--- config.mk ---
export PLATFORM = sky130hd
export DESIGN_NAME = pipe_ctrl_flat
export DESIGN_NICKNAME = d
export VERILOG_FILES = /design/src/rtl/pipe_ctrl_if.sv /design/src/rtl/pipe_ctrl.sv /design/src/flat_wrapper.sv
export SDC_FILE = /design/constraint.sdc
export NUM_CORES = 1
export LEC_CHECK = 0
export ABC_AREA = 1
export CAP_MARGIN = 20
export CORE_ASPECT_RATIO = 0.8
export CORE_MARGIN = 1
export CORE_UTILIZATION = 36
export DETAILED_ROUTE_END_ITERATION = 6
export PLACE_DENSITY = 0.94
export SETUP_SLACK_MARGIN = 0.2
export SLEW_MARGIN = 20
export SYNTH_ARGS = -nofsm -noshare
export SYNTH_HDL_FRONTEND = slang
export SYNTH_SLANG_ARGS = --single-unit
export TNS_END_PERCENT = 10
--- constraint.sdc ---
create_clock -name i_clk -period 3.8 [get_ports i_clk]
set_clock_uncertainty 0.2 [all_clocks]
set_input_delay 0.76 -clock i_clk [delete_from_list [all_inputs] [get_ports i_clk]]
set_output_delay 0.76 -clock i_clk [all_outputs]
set_load 0.02 [all_outputs]
--- src/rtl/pipe_ctrl_if.sv ---
// Hazard-controller bus: pipeline status in, forwarding selects and stall/flush enables out.
// master drives the pipeline-status side; slave is the controller itself.
interface pipe_ctrl_if #(
  parameter int unsigned STAT_W = 32
);
  logic [4:0]        id_r1_pos;
  logic [4:0]        id_r2_pos;
  logic              id_r1_use;
  logic              id_r2_use;
  logic [4:0]        ex_dst;
  logic              ex_regwrite;
  logic              ex_memread;
  logic              ex_md;
  logic              ex_jb;
  logic [4:0]        mem_dst;
  logic              mem_regwrite;
  logic              halt;
  logic [1:0]        fwd_r1;
  logic [1:0]        fwd_r2;
  logic              lu;
  logic              stall_if;
  logic              stall_id;
  logic              stall_ex;
  logic              flush_id;
  logic              flush_ex;
  logic              md_busy;
  logic              halted;
  logic [STAT_W-1:0] stat_branch;
  logic [STAT_W-1:0] stat_stall;

  modport master (
    output id_r1_pos, id_r2_pos, id_r1_use, id_r2_use, ex_dst, ex_regwrite, ex_memread,
           ex_md, ex_jb, mem_dst, mem_regwrite, halt,
    input  fwd_r1, fwd_r2, lu, stall_if, stall_id, stall_ex, flush_id, flush_ex, md_busy,
           halted, stat_branch, stat_stall
  );

  modport slave (
    input  id_r1_pos, id_r2_pos, id_r1_use, id_r2_use, ex_dst, ex_regwrite, ex_memread,
           ex_md, ex_jb, mem_dst, mem_regwrite, halt,
    output fwd_r1, fwd_r2, lu, stall_if, stall_id, stall_ex, flush_id, flush_ex, md_busy,
           halted, stat_branch, stat_stall
  );
endinterface

--- src/rtl/pipe_ctrl.sv ---
// Five-stage pipeline hazard controller: forwarding, load-use, branch flush, multi-cycle EX, halt.
// Optional event counters are built when PIPE_CTRL_STATS_EN is defined.
module pipe_ctrl #(
  parameter int unsigned MD_LAT = 4,
  parameter int unsigned STAT_W = 32
) (
  input  logic        i_clk,
  input  logic        i_rst,
  pipe_ctrl_if.slave  bus
);

  typedef enum logic [1:0] {StRun, StMdWait, StHalted} state_e;

  localparam logic [3:0] CntLoad = 4'(MD_LAT - 1);

  state_e     r_state;
  logic [3:0] r_cnt;

  logic       w_luh, w_mdt, w_md_stall, w_branch;
  logic [1:0] w_fwd_r1, w_fwd_r2;
  logic       w_stall_if, w_stall_id, w_stall_ex, w_flush_id, w_flush_ex, w_lu;

  // EX has priority; a load in EX has no result yet, so it never forwards from EX.
  function automatic logic [1:0] fwd_sel(input logic [4:0] pos, input logic use_r,
                                         input logic [4:0] ex_dst, input logic ex_wr,
                                         input logic ex_ld, input logic [4:0] mem_dst,
                                         input logic mem_wr);
    if (!use_r || pos == 5'd0)               return 2'd0;
    else if (ex_wr && !ex_ld && pos == ex_dst) return 2'd1;
    else if (mem_wr && pos == mem_dst)       return 2'd2;
    else                                     return 2'd0;
  endfunction

  assign w_luh = bus.ex_memread && (bus.ex_dst != 5'd0) &&
                 ((bus.id_r1_use && bus.id_r1_pos == bus.ex_dst) ||
                  (bus.id_r2_use && bus.id_r2_pos == bus.ex_dst));
  assign w_mdt      = (r_state == StRun) && bus.ex_md;
  assign w_md_stall = w_mdt || ((r_state == StMdWait) && (r_cnt > 4'd1));

  always_comb begin
    w_fwd_r1   = 2'd0;
    w_fwd_r2   = 2'd0;
    w_stall_if = 1'b0;
    w_stall_id = 1'b0;
    w_stall_ex = 1'b0;
    w_flush_id = 1'b0;
    w_flush_ex = 1'b0;
    w_lu       = 1'b0;
    w_branch   = 1'b0;
    if (!i_rst) begin
      w_fwd_r1 = fwd_sel(bus.id_r1_pos, bus.id_r1_use, bus.ex_dst, bus.ex_regwrite,
                         bus.ex_memread, bus.mem_dst, bus.mem_regwrite);
      w_fwd_r2 = fwd_sel(bus.id_r2_pos, bus.id_r2_use, bus.ex_dst, bus.ex_regwrite,
                         bus.ex_memread, bus.mem_dst, bus.mem_regwrite);
      if (r_state == StHalted || w_md_stall) begin
        w_stall_if = 1'b1;
        w_stall_id = 1'b1;
        w_stall_ex = 1'b1;
      end else if (bus.ex_jb) begin
        w_flush_id = 1'b1;
        w_flush_ex = 1'b1;
        w_branch   = 1'b1;
      end else if (w_luh) begin
        w_stall_if = 1'b1;
        w_stall_id = 1'b1;
        w_flush_ex = 1'b1;
        w_lu       = 1'b1;
      end
    end
  end

  always_ff @(posedge i_clk) begin
    if (i_rst) begin
      r_state <= StRun;
      r_cnt   <= 4'd0;
    end else begin
      case (r_state)
        StRun: begin
          if (w_mdt) begin
            r_state <= StMdWait;
            r_cnt   <= CntLoad;
          end else if (bus.halt) begin
            r_state <= StHalted;
          end
        end
        StMdWait: begin
          r_cnt <= r_cnt - 4'd1;
          if (r_cnt == 4'd1) r_state <= StRun;
        end
        StHalted: r_state <= StHalted;
        default:  r_state <= StRun;
      endcase
    end
  end

  assign bus.fwd_r1   = w_fwd_r1;
  assign bus.fwd_r2   = w_fwd_r2;
  assign bus.stall_if = w_stall_if;
  assign bus.stall_id = w_stall_id;
  assign bus.stall_ex = w_stall_ex;
  assign bus.flush_id = w_flush_id;
  assign bus.flush_ex = w_flush_ex;
  assign bus.lu       = w_lu;
  assign bus.md_busy  = (r_state == StMdWait);
  assign bus.halted   = (r_state == StHalted);

`ifdef PIPE_CTRL_STATS_EN
  logic [STAT_W-1:0] r_stat_branch, r_stat_stall;

  // Saturating counters: hold at all-ones instead of wrapping.
  always_ff @(posedge i_clk) begin
    if (i_rst) begin
      r_stat_branch <= '0;
      r_stat_stall  <= '0;
    end else begin
      if (w_branch && (r_stat_branch != '1)) r_stat_branch <= r_stat_branch + 1'b1;
      if (w_stall_if && (r_state != StHalted) && (r_stat_stall != '1)) begin
        r_stat_stall <= r_stat_stall + 1'b1;
      end
    end
  end

  assign bus.stat_branch = r_stat_branch;
  assign bus.stat_stall  = r_stat_stall;
`else
  logic w_unused_branch;
  assign w_unused_branch = w_branch;
  assign bus.stat_branch = '0;
  assign bus.stat_stall  = '0;
`endif

endmodule

--- src/flat_wrapper.sv ---
// flat-port wrapper written by rule: the top's interface ports become plain ports
module pipe_ctrl_flat 
#(
  parameter int unsigned MD_LAT = 4,
  parameter int unsigned STAT_W = 32
)
  (i_clk, i_rst, bus_id_r1_pos, bus_id_r2_pos, bus_id_r1_use, bus_id_r2_use, bus_ex_dst, bus_ex_regwrite, bus_ex_memread, bus_ex_md, bus_ex_jb, bus_mem_dst, bus_mem_regwrite, bus_halt, bus_fwd_r1, bus_fwd_r2, bus_lu, bus_stall_if, bus_stall_id, bus_stall_ex, bus_flush_id, bus_flush_ex, bus_md_busy, bus_halted, bus_stat_branch, bus_stat_stall);
  pipe_ctrl_if #(.STAT_W(STAT_W)) bus_i ();
  input  logic i_clk;
  input  logic i_rst;
  input wire logic [$bits(bus_i.id_r1_pos)-1:0] bus_id_r1_pos;
  input wire logic [$bits(bus_i.id_r2_pos)-1:0] bus_id_r2_pos;
  input wire logic [$bits(bus_i.id_r1_use)-1:0] bus_id_r1_use;
  input wire logic [$bits(bus_i.id_r2_use)-1:0] bus_id_r2_use;
  input wire logic [$bits(bus_i.ex_dst)-1:0] bus_ex_dst;
  input wire logic [$bits(bus_i.ex_regwrite)-1:0] bus_ex_regwrite;
  input wire logic [$bits(bus_i.ex_memread)-1:0] bus_ex_memread;
  input wire logic [$bits(bus_i.ex_md)-1:0] bus_ex_md;
  input wire logic [$bits(bus_i.ex_jb)-1:0] bus_ex_jb;
  input wire logic [$bits(bus_i.mem_dst)-1:0] bus_mem_dst;
  input wire logic [$bits(bus_i.mem_regwrite)-1:0] bus_mem_regwrite;
  input wire logic [$bits(bus_i.halt)-1:0] bus_halt;
  output wire logic [$bits(bus_i.fwd_r1)-1:0] bus_fwd_r1;
  output wire logic [$bits(bus_i.fwd_r2)-1:0] bus_fwd_r2;
  output wire logic [$bits(bus_i.lu)-1:0] bus_lu;
  output wire logic [$bits(bus_i.stall_if)-1:0] bus_stall_if;
  output wire logic [$bits(bus_i.stall_id)-1:0] bus_stall_id;
  output wire logic [$bits(bus_i.stall_ex)-1:0] bus_stall_ex;
  output wire logic [$bits(bus_i.flush_id)-1:0] bus_flush_id;
  output wire logic [$bits(bus_i.flush_ex)-1:0] bus_flush_ex;
  output wire logic [$bits(bus_i.md_busy)-1:0] bus_md_busy;
  output wire logic [$bits(bus_i.halted)-1:0] bus_halted;
  output wire logic [$bits(bus_i.stat_branch)-1:0] bus_stat_branch;
  output wire logic [$bits(bus_i.stat_stall)-1:0] bus_stat_stall;
  assign bus_i.id_r1_pos = bus_id_r1_pos;
  assign bus_i.id_r2_pos = bus_id_r2_pos;
  assign bus_i.id_r1_use = bus_id_r1_use;
  assign bus_i.id_r2_use = bus_id_r2_use;
  assign bus_i.ex_dst = bus_ex_dst;
  assign bus_i.ex_regwrite = bus_ex_regwrite;
  assign bus_i.ex_memread = bus_ex_memread;
  assign bus_i.ex_md = bus_ex_md;
  assign bus_i.ex_jb = bus_ex_jb;
  assign bus_i.mem_dst = bus_mem_dst;
  assign bus_i.mem_regwrite = bus_mem_regwrite;
  assign bus_i.halt = bus_halt;
  assign bus_fwd_r1 = bus_i.fwd_r1;
  assign bus_fwd_r2 = bus_i.fwd_r2;
  assign bus_lu = bus_i.lu;
  assign bus_stall_if = bus_i.stall_if;
  assign bus_stall_id = bus_i.stall_id;
  assign bus_stall_ex = bus_i.stall_ex;
  assign bus_flush_id = bus_i.flush_id;
  assign bus_flush_ex = bus_i.flush_ex;
  assign bus_md_busy = bus_i.md_busy;
  assign bus_halted = bus_i.halted;
  assign bus_stat_branch = bus_i.stat_branch;
  assign bus_stat_stall = bus_i.stat_stall;
  pipe_ctrl #(.MD_LAT(MD_LAT), .STAT_W(STAT_W)) u_core (.i_clk(i_clk), .i_rst(i_rst), .bus(bus_i));
endmodule
Yosys cells after proc, flatten, opt, wreduce, memory -nomap -nowiden. Cells that the tools add are included.

Reductions and logical operators: 26. Equal/unequal tests: 10. Add/subtract/negate cells: 1. Multiplexer cells: 28. Order comparisons: 1.

Operator list (count): $mux 2 (11); $eq 5x5->1 (4); $mux 1 (14); $logic_and 1x1->1 (11); $logic_not 5->1 (2); $pmux 4 s2 (1); $pmux 2 s3 (1); $logic_or 1x1->1 (5); $reduce_bool 5->1 (1); $eq 4x1->1 const B (1); $gt 4x1->1 const B (1); $mux 4 (1); $ne 2x1->1 const B (2); $reduce_and 2->1 (2); $sub 4x1->4 const B (1); $logic_not 1->1 (3); $ne 3x2->1 const B (1); $eq 2x1->1 const B (1); $eq 2x2->1 const B (1); $logic_not 2->1 (1); $reduce_bool 2->1 (1).

Output and inout port bits: 76. Register bits after elaboration: 6. Logic and storage cells: 68.

Logic depth before layout (Yosys ltp). Gate-level depths: netlist of run 1.

Depth after elaboration: 8. Gate-level depth with buffers: 9. Mapped depth without buffers: 8.

Worst setup path after synthesis of run 1. OpenSTA, ideal clock, no wires.

Path kind: input port to output port. From: input bus_ex_memread. To: output bus_fwd_r2[0]. Setup slack: 1.036 ns. Required time: 2.840 ns. Data arrival time: 1.804 ns. Buffers on the path: 0. Stages: 2. Cell sequence: or2_2 -> nor4_1.

Cells in the longest elaborated chain, start to end: 6.

RTL lines: from (decl) (RTL line flat_wrapper.sv:17) `input wire logic [$bits(bus_i.ex_memread)-1:0] bus_ex_memread;`; $logic_not 1->1 (RTL line pipe_ctrl.sv:29) `else if (ex_wr && !ex_ld && pos == ex_dst) return 2'd1;`; $logic_and 1x1->1 (2 in series) (RTL line pipe_ctrl.sv:29); $mux 2 (RTL line pipe_ctrl.sv:29); $mux 2 (RTL line pipe_ctrl.sv:28) `if (!use_r || pos == 5'd0) return 2'd0;`; $mux 2 (RTL line pipe_ctrl.sv:50) `if (!i_rst) begin`; to (decl) (RTL line flat_wrapper.sv:24) `output wire logic [$bits(bus_i.fwd_r2)-1:0] bus_fwd_r2;`.

Every way passes these cells.

Worst setup path after layout of run 1.
From: input bus_ex_dst[0]. To: output bus_lu.

Cells in the longest elaborated chain, start to end: 8.

RTL lines: from (decl) (RTL line flat_wrapper.sv:15) `input wire logic [$bits(bus_i.ex_dst)-1:0] bus_ex_dst;`; $eq 5x5->1 (on tied branches) (RTL line pipe_ctrl.sv:35, pipe_ctrl.sv:36); $logic_and 1x1->1 (on tied branches) (RTL line pipe_ctrl.sv:35, pipe_ctrl.sv:36); $logic_or 1x1->1 (RTL line pipe_ctrl.sv:35) `((bus.id_r1_use && bus.id_r1_pos == bus.ex_dst) ||`; $logic_and 1x1->1 * (RTL line pipe_ctrl.sv:34) `assign w_luh = bus.ex_memread && (bus.ex_dst != 5'd0) &&`; $mux 1 * (RTL line pipe_ctrl.sv:63) `end else if (w_luh) begin`; $mux 1 * (RTL line pipe_ctrl.sv:59) `end else if (bus.ex_jb) begin`; $mux 1 * (RTL line pipe_ctrl.sv:55) `if (r_state == StHalted || w_md_stall) begin`; $mux 1 * (RTL line pipe_ctrl.sv:50); to (decl) (RTL line flat_wrapper.sv:25) `output wire logic [$bits(bus_i.lu)-1:0] bus_lu;`.

Mark *: on every way between the ends. The rest lies on a longest branch, timed or not.

==> results of run 1 <==
-- state kept, by name, summed over array words and instances (netlist names) --
register / cells
u_core.r_state: 2
u_core.r_cnt: 4
-- power breakdown --
part           leakage [nW]  internal (mW)  total, mW  switching, mW
logic                 0.756         0.0790      0.226          0.147
registers            0.0495         0.0710     0.0773        0.00628
clock network        0.0216         0.0679     0.0940         0.0261
-- repair_timing --
item | 4_1_cts | 5_1_grt
buffers inserted | 0 | 0
pin swaps | 0 | 0
setup endpoints to repair | 2 | 6
hold endpoints to repair | 0 | 0
resized for setup | 1 | 1
-- cell families after synthesis --
kind of cell / count (synthesis) / share of synthesized area (%)
buf+inv: 91 / 44.6
simple gates: 78 / 28.4
compound gates: 17 / 7.82
xor+xnor: 12 / 7.91
flops: 6 / 9.04
fa+ha+maj: 2 / 1.88
other cells: 1 / 0.282
-- worst max path at each step --
stage                               from            end  slack [ns]  cells past startpoint
after CTS                  bus_ex_dst[0]   bus_stall_if        0.20                     10
after global placement     bus_ex_dst[0]   bus_stall_if        0.23                     10
after floorplan           bus_ex_memread  bus_fwd_r2[0]        1.04                      2
after global routing       bus_ex_dst[0]         bus_lu        0.04                     10
final                      bus_ex_dst[0]         bus_lu        0.22                     10
after detailed placement   bus_ex_dst[0]   bus_stall_id        0.19                     10
-- metrics by stage --
step	total power [mW]	hold WS (ns)	instance area [µm²]	util (%)
floorplan	0.284	0.267	1570	-
global placement	0.300	0.285	1540	44.3
CTS	0.401	0.298	1580	45.4
global route	0.427	0.316	1580	45.5
detailed placement	0.304	0.292	1540	44.3
finish	0.397	0.296	1580	45.5
-- cell usage in the layout, fill, tap and decap left out, drive strengths merged --
master and count:
dlymetal6s2s 1, nand3 8, nor2 23, buf 1, a2111oi 1, clkinv 1, clkbuf 3, clkdlybuf4s50 39
xnor2 7, nor3 5, nand4 2, nor4 2, dfxtp 6, conb 64, o21ai 8, a21oi 7
inv 24, dlygate4sd2 1, xor2 5, a21o 1, ha 2, nand2 37, or2 1
-- metal layers --
layer	share of wire, %	wire, µm
met5	0	0
met1	40	1100
met3	9.4	258
met2	48	1320
met4	2.0	54
-- cell type report --
type	count	area share, %
Tap cell	42	3.33
Clock buffer	3	2.61
Timing Repair Buffer	42	26.5
Sequential cell	6	7.61
Inverter	25	5.94
Multi-Input combinational cell	173	54.0
-- worst reg2reg max path: stages (launching register included) --
cell and delay, ns:
dfxtp_1 0.30, inv_1 0.10, ha_1 0.21, a21oi_4 0.08, a2111oi_1 0.27
==> impl_results.rst, run 1 <==
.. list-table::
   :header-rows: 1

   * - Metric
     - Value
   * - Count of nets left with antenna violations after detail routing
     - 0
   * - Post-synthesis cell type count
     - 29
   * - Wire length per cell
     - 9.40 µm
   * - Total wire length
     - 2740 µm
   * - Source-to-sink clock delay at the later pin of the worst-skew pair
     - approximately 0.22 ns
   * - Die area
     - 3940 µm²
   * - Worst reg2reg startpoint
     - u_core.r_cnt[1]
   * - Nature of the critical path endpoint
     - primary output
   * - Endpoint of the worst hold path
     - u_core.r_cnt[0]
   * - Vias post-DR
     - 1185
   * - Cells after synthesis
     - 207
   * - Layout cell share with drive strength beyond 1
     - between 10% and 20%
   * - Commonest cells post-synth
     - 65 x buf_4, 33 x nand2_1, 15 x inv_1, 15 x nor2_1, 9 x inv_2
   * - Worst Hold Launch
     - u_core.r_cnt[0]
   * - Critical path, cell by cell
     - clkdlybuf4s50_1 -> inv_1 -> nand2_1 -> nand2_1 -> nor2_2 -> nand4_1 -> nand2_1 -> nand3_2 -> nor2_2 -> clkdlybuf4s50_1
   * - Count of endpoints failing setup in the final report
     - 0
   * - Dominant cell by count in the synthesized netlist
     - buf_4
   * - Post-synthesis cell area
     - 1330 µm²
   * - Clock tree root driver cell
     - clkbuf_8
   * - Setup repair after global routing missed its margin
     - yes
   * - DRC viols
     - 0
   * - Share of async-settable or async-resettable flops after synthesis
     - 0%
   * - Number of buffer and inverter stages on the critical path
     - 3
   * - Slowest library cell on the worst path
     - clkdlybuf4s50_1
   * - Core outline area
     - 3470 µm²
   * - Iteration-0 DRC Markers
     - 38
   * - Antenna fix cells
     - 0
   * - Initial antenna violation count
     - 0
   * - IR drop worst, VDD
     - 0.0000927 V
   * - Most area-hungry cell type in the Yosys netlist
     - buf_4
   * - Share of Yosys cell area claimed by the top area cell type
     - between 30% and 40%
   * - P&R area growth vs syn
     - 18.8%
   * - Half-perimeter wire length after detailed placement
     - 2420 µm
   * - Worst Hold Depth
     - 2
   * - WS Path Type
     - input pin to primary output
   * - Final Hold Violating Endpoints
     - 0
   * - Maximum number of pins on one net before global-route repair
     - 9
   * - Clock buffer count from CTS
     - 3
   * - Required time of the critical path
     - 2.84 ns
   * - Max Fanout on Critical Path
     - 4
   * - Count of non-filler cells in the finished layout
     - just under 300
   * - Top_reg_cell synth
     - dfxtp_1
   * - Global-route met3 utilization
     - approximately 3.8%
   * - Top achievable clock speed
     - 279 MHz
   * - Overall die height
     - approximately 56 µm
   * - First-pass GRT wire length
     - roughly 4100 µm
   * - Critical path arrival
     - approximately 2.6 ns
   * - Chip Width
     - 69.9 µm
   * - Remaining Overflow, GRT
     - 0
   * - Number of buffers on the longest clock path
     - 2
   * - Clock slew at reported path FFs
     - 0.03 ns
   * - CP Launch Type
     - input pin
   * - Delay of the slowest cell on the worst path
     - 0.60 ns
   * - # hold bufs at CTS
     - 0
   * - Met2 routing resource usage after global routing
     - 21.8%
   * - Register area share after synthesis
     - 9.04%
   * - Share of the clock period used by the worst path
     - 94.2%
   * - Reg-to-reg critical path endpoint
     - u_core.r_state[1]
   * - Max-Cap Viols
     - 0
   * - Floorplan row count
     - 19
   * - Number of detailed-route iterations in the first pass
     - 4
   * - Final estimated routing congestion in global placement
     - 0.849
   * - Synth warnings
     - 0
   * - Path type of the worst min-delay path
     - flip-flop to flip-flop
   * - CTS H-Tree Depth
     - 1
   * - Top cell by count, worst path
     - nand2_1
   * - Largest delay share family, worst path
     - buffers and inverters
   * - Area used by multi-input combinational logic
     - 852 µm²
   * - P_leak
     - between 0.8 and 0.9 nW
   * - Power per cell area
     - 252 nW/µm²
   * - Total negative setup slack
     - 0 ns
   * - Tmin final
     - 3.58 ns
   * - Slew Viols, Final
     - 0
   * - Top area cells in the synthesized netlist
     - buf_4 37%, nand2_1 9.3%, dfxtp_1 9.0%, xnor2_1 4.6%, inv_1 4.2%
   * - Overall routing resource usage
     - 13.4%
   * - Starting density of the core
     - 38.3%
   * - Fill cell total of the finished layout
     - 362
   * - Number of synthesized register bits
     - 6
   * - Count of buffers from port buffering
     - 41
   * - Vias in the first global route
     - about 980
   * - Layout net count
     - 283
   * - Post-synth EDFFs
     - 0
   * - Least setup slack across all paths after layout
     - 0.222 ns
   * - Ports
     - 106
   * - Outcome
     - finished clean
   * - Sequential cell area
     - 120 µm²
   * - Worst reg-to-reg path cell count
     - 4
   * - Routing usage on met1
     - between 10% and 20%
   * - Post-placement setup slack
     - 0.186 ns
   * - Busiest grt layer
     - met2
   * - Average size of a mapped cell
     - 6.42 µm²
   * - Dpl cells
     - approximately 290
   * - CTS tree
     - done
   * - Clock net sink count
     - 6
   * - Routed vias/inst
     - 4.07
   * - Worst setup slack for register-to-register paths
     - 2.52 ns
(Power assumes the default switching activity.)
==> inputs of run 2 (changes only) <==
--- a/config.mk
+++ b/config.mk
@@ -7,11 +7,13 @@
 export LEC_CHECK = 0
 export ABC_AREA = 1
 export CAP_MARGIN = 20
+export CELL_PAD_IN_SITES_DETAIL_PLACEMENT = 0
+export CELL_PAD_IN_SITES_GLOBAL_PLACEMENT = 1
 export CORE_ASPECT_RATIO = 0.8
 export CORE_MARGIN = 1
-export CORE_UTILIZATION = 36
+export CORE_UTILIZATION = 23
 export DETAILED_ROUTE_END_ITERATION = 6
-export PLACE_DENSITY = 0.94
+export PLACE_DENSITY = 0.95
 export SETUP_SLACK_MARGIN = 0.2
 export SLEW_MARGIN = 20
 export SYNTH_ARGS = -nofsm -noshare
==> impl_results.rst, run 2 (synthesis results as in run 1) <==
.. list-table::
   :header-rows: 1

   * - Metric
     - Value
   * - Largest delay share family, worst path
     - buffers and inverters
   * - Fin Hold WS
     - 0.291 ns (-0.00531 ns)
   * - Most frequent standard cell in the layout excluding fill and tap cells
     - conb_1
   * - Tmin final
     - 3.61 ns (+0.0295 ns)
   * - Starting density of the core
     - 24.2% (-14 points)
   * - Commonest non-fill, non-tap cells in the layout
     - 64 x conb_1, 39 x clkdlybuf4s50_1, 33 x nand2_1
   * - DRC viols
     - 0 (unchanged)
   * - Overall die height
     - 70.0 µm (+24%)
   * - Least setup slack across all paths after layout
     - 0.192 ns (-0.0295 ns)
   * - Count of nets left with antenna violations after detail routing
     - 0 (unchanged)
   * - Max-Cap Viols
     - 0 (unchanged)
   * - Max FFs per register
     - 4 (unchanged)
   * - Share of the core filled with cells
     - 29.6% (-16 points)
   * - Vias post-DR
     - 1143 (-3.5%)
   * - Layout net count
     - 283 (unchanged)
   * - Die area
     - 6090 µm² (+55%)
   * - Clock tree root driver cell
     - clkbuf_8
   * - Top cell by count, worst path
     - nand2_1
   * - Outcome
     - finished clean
   * - Antenna fix cells
     - 0 (unchanged)
   * - Final Hold Violating Endpoints
     - 0 (unchanged)
   * - Top reg by flops
     - u_core.r_cnt
   * - CTS H-Tree Depth
     - 1 (unchanged)
   * - Overall power
     - 0.404 mW (+1.7%)
   * - Nature of the critical path endpoint
     - primary output
   * - Max Fanout on Critical Path
     - 4 (unchanged)
   * - Count of buffers from port buffering
     - 41 (unchanged)
   * - Delay of the slowest cell on the worst path
     - 0.60 ns (about the same)
   * - Half-perimeter wire length after detailed placement
     - 2540 µm (+5.2%)
   * - Setup repair after global routing missed its margin
     - yes
   * - Total wire length
     - 2870 µm (+5.0%)
   * - Share of the clock period used by the worst path
     - 94.9% (+0.78 points)
   * - Top achievable clock speed
     - 277 MHz (-0.82%)
   * - P&R area growth vs syn
     - 22.2%
   * - Layout cell share with drive strength beyond 1
     - 11.6% (unchanged)
   * - Path type of the worst min-delay path
     - flip-flop to flip-flop
   * - Iteration-0 DRC Markers
     - 36 (-5.3%)
   * - Largest registers
     - u_core.r_cnt x4, u_core.r_state x2
   * - Floorplan row count
     - 24 (+5)
   * - Number of buffers on the longest clock path
     - 2 (unchanged)
   * - CTS tree
     - done
   * - Count of non-filler cells in the finished layout
     - 327 (+12%)
   * - Worst setup slack for register-to-register paths
     - 2.53 ns (about the same)
   * - Wire length per cell
     - 8.79 µm (-6.5%)
   * - Core outline area
     - 5500 µm² (+58%)
   * - Vias in the first global route
     - 965 (-1.3%)
   * - Overall routing resource usage
     - 9.11% (-4.3 points)
   * - Initial antenna violation count
     - 0 (unchanged)
   * - Critical path arrival
     - 2.65 ns (+0.03 ns)
   * - Area of all placed cells without fillers
     - 1620 µm² (+2.9%)
   * - Final estimated routing congestion in global placement
     - 0.811 (-4.5%)
   * - Post-placement setup slack
     - 0.180 ns (-0.00591 ns)
   * - Slowest library cell on the worst path
     - clkdlybuf4s50_1
   * - Total negative setup slack
     - 0 ns (unchanged)
   * - Clock slew at reported path FFs
     - 0.04 ns (about the same)
   * - Clock buffer count from CTS
     - 3 (unchanged)
   * - First-pass GRT wire length
     - 4270 µm (+3.7%)
   * - Chip Width
     - 87.0 µm (+24%)
   * - Clock net sink count
     - 6 (unchanged)
   * - Placed inst area
     - 1580 µm² (+2.9%)
   * - Number of buffer and inverter stages on the critical path
     - 3 (unchanged)
   * - Routed vias/inst
     - 3.50 (-14%)
   * - WS Path Type
     - input pin to primary output
   * - Source-to-sink clock delay at the later pin of the worst-skew pair
     - 0.23 ns (about the same)
   * - Slew Viols, Final
     - 0 (unchanged)
   * - Critical path, cell by cell
     - clkdlybuf4s50_1 -> inv_1 -> nand2_1 -> nand2_1 -> nor2_2 -> nand4_1 -> nand2_1 -> nand3_1 -> nand2_1 -> clkdlybuf4s50_1
   * - Ports
     - 106 (unchanged)
   * - Required time of the critical path
     - 2.84 ns (about the same)
   * - Maximum number of pins on one net before global-route repair
     - 9 (unchanged)
   * - Remaining Overflow, GRT
     - 0 (unchanged)
   * - Dpl cells
     - 324 (+13%)
   * - Setup fix buffers added after clock tree synthesis
     - 0 (unchanged)
   * - Number of detailed-route iterations in the first pass
     - 4 (unchanged)
   * - Power per cell area
     - 249 nW/µm² (-1.2%)
   * - Count of endpoints failing setup in the final report
     - 0 (unchanged)
   * - P_leak
     - 0.829 nW (+0.20%)
   * - CP Launch Type
     - input pin
   * - IR drop worst, VDD
     - 0.0000782 V (-16%)
run 2: cell counts in the layout (fill, tap and decap cells not counted):
No cell type changed its count.
run 2: power breakdown:
part,internal [mW],total (mW),switching (mW)
sequential,0.0710,0.0769,0.00593
clock,0.0683,0.0988,0.0305
combinational,0.0800,0.228,0.148
run 2: worst paths after layout:
path / from / to / cells after the start
worst min register to register: u_core.r_cnt[0] / u_core.r_cnt[0] / 2
worst min-delay path: u_core.r_cnt[0] / u_core.r_cnt[0] / 2
worst max-delay path: bus_ex_dst[0] / bus_stall_id / 10
worst max register to register: u_core.r_state[1] / u_core.r_cnt[2] / 5
run 2: area by class of cell:
cell class	instances	area (µm²)
well taps	78	97.6
inverters	25	93.8
multi-input cells	173	852
repair buffers	42	419
flip-flops and latches	6	120
clock buffers	3	41.3
fillers	630	3870
run 2: layer usage:
layer | part of all wire (%) | up-vias | routed length, µm | global-route usage, %
met5 | 0 | - | 0 | 0
met4 | 0.70 | 0 | 20 | 2.78
met3 | 7.9 | 3 | 227 | 3.31
met2 | 48 | 49 | 1390 | 15.0
met1 | 43 | 498 | 1230 | 11.0
li1 | - | 593 | - | -
run 2: repair_timing:
item / CTS / global route
resized for setup: 1 / 1
endpoints found under the setup margin: 4 / 7
hold buffers: 0 / 0
cloned: 0 / 0
run 2: worst min-delay path: cells and delay by family (launching register included):
family | cells | cell delay, ns
DFF | 1 | 0.31
AOI/OAI and AO/OA | 1 | 0.06
buffers and inverters | 1 | 0.07
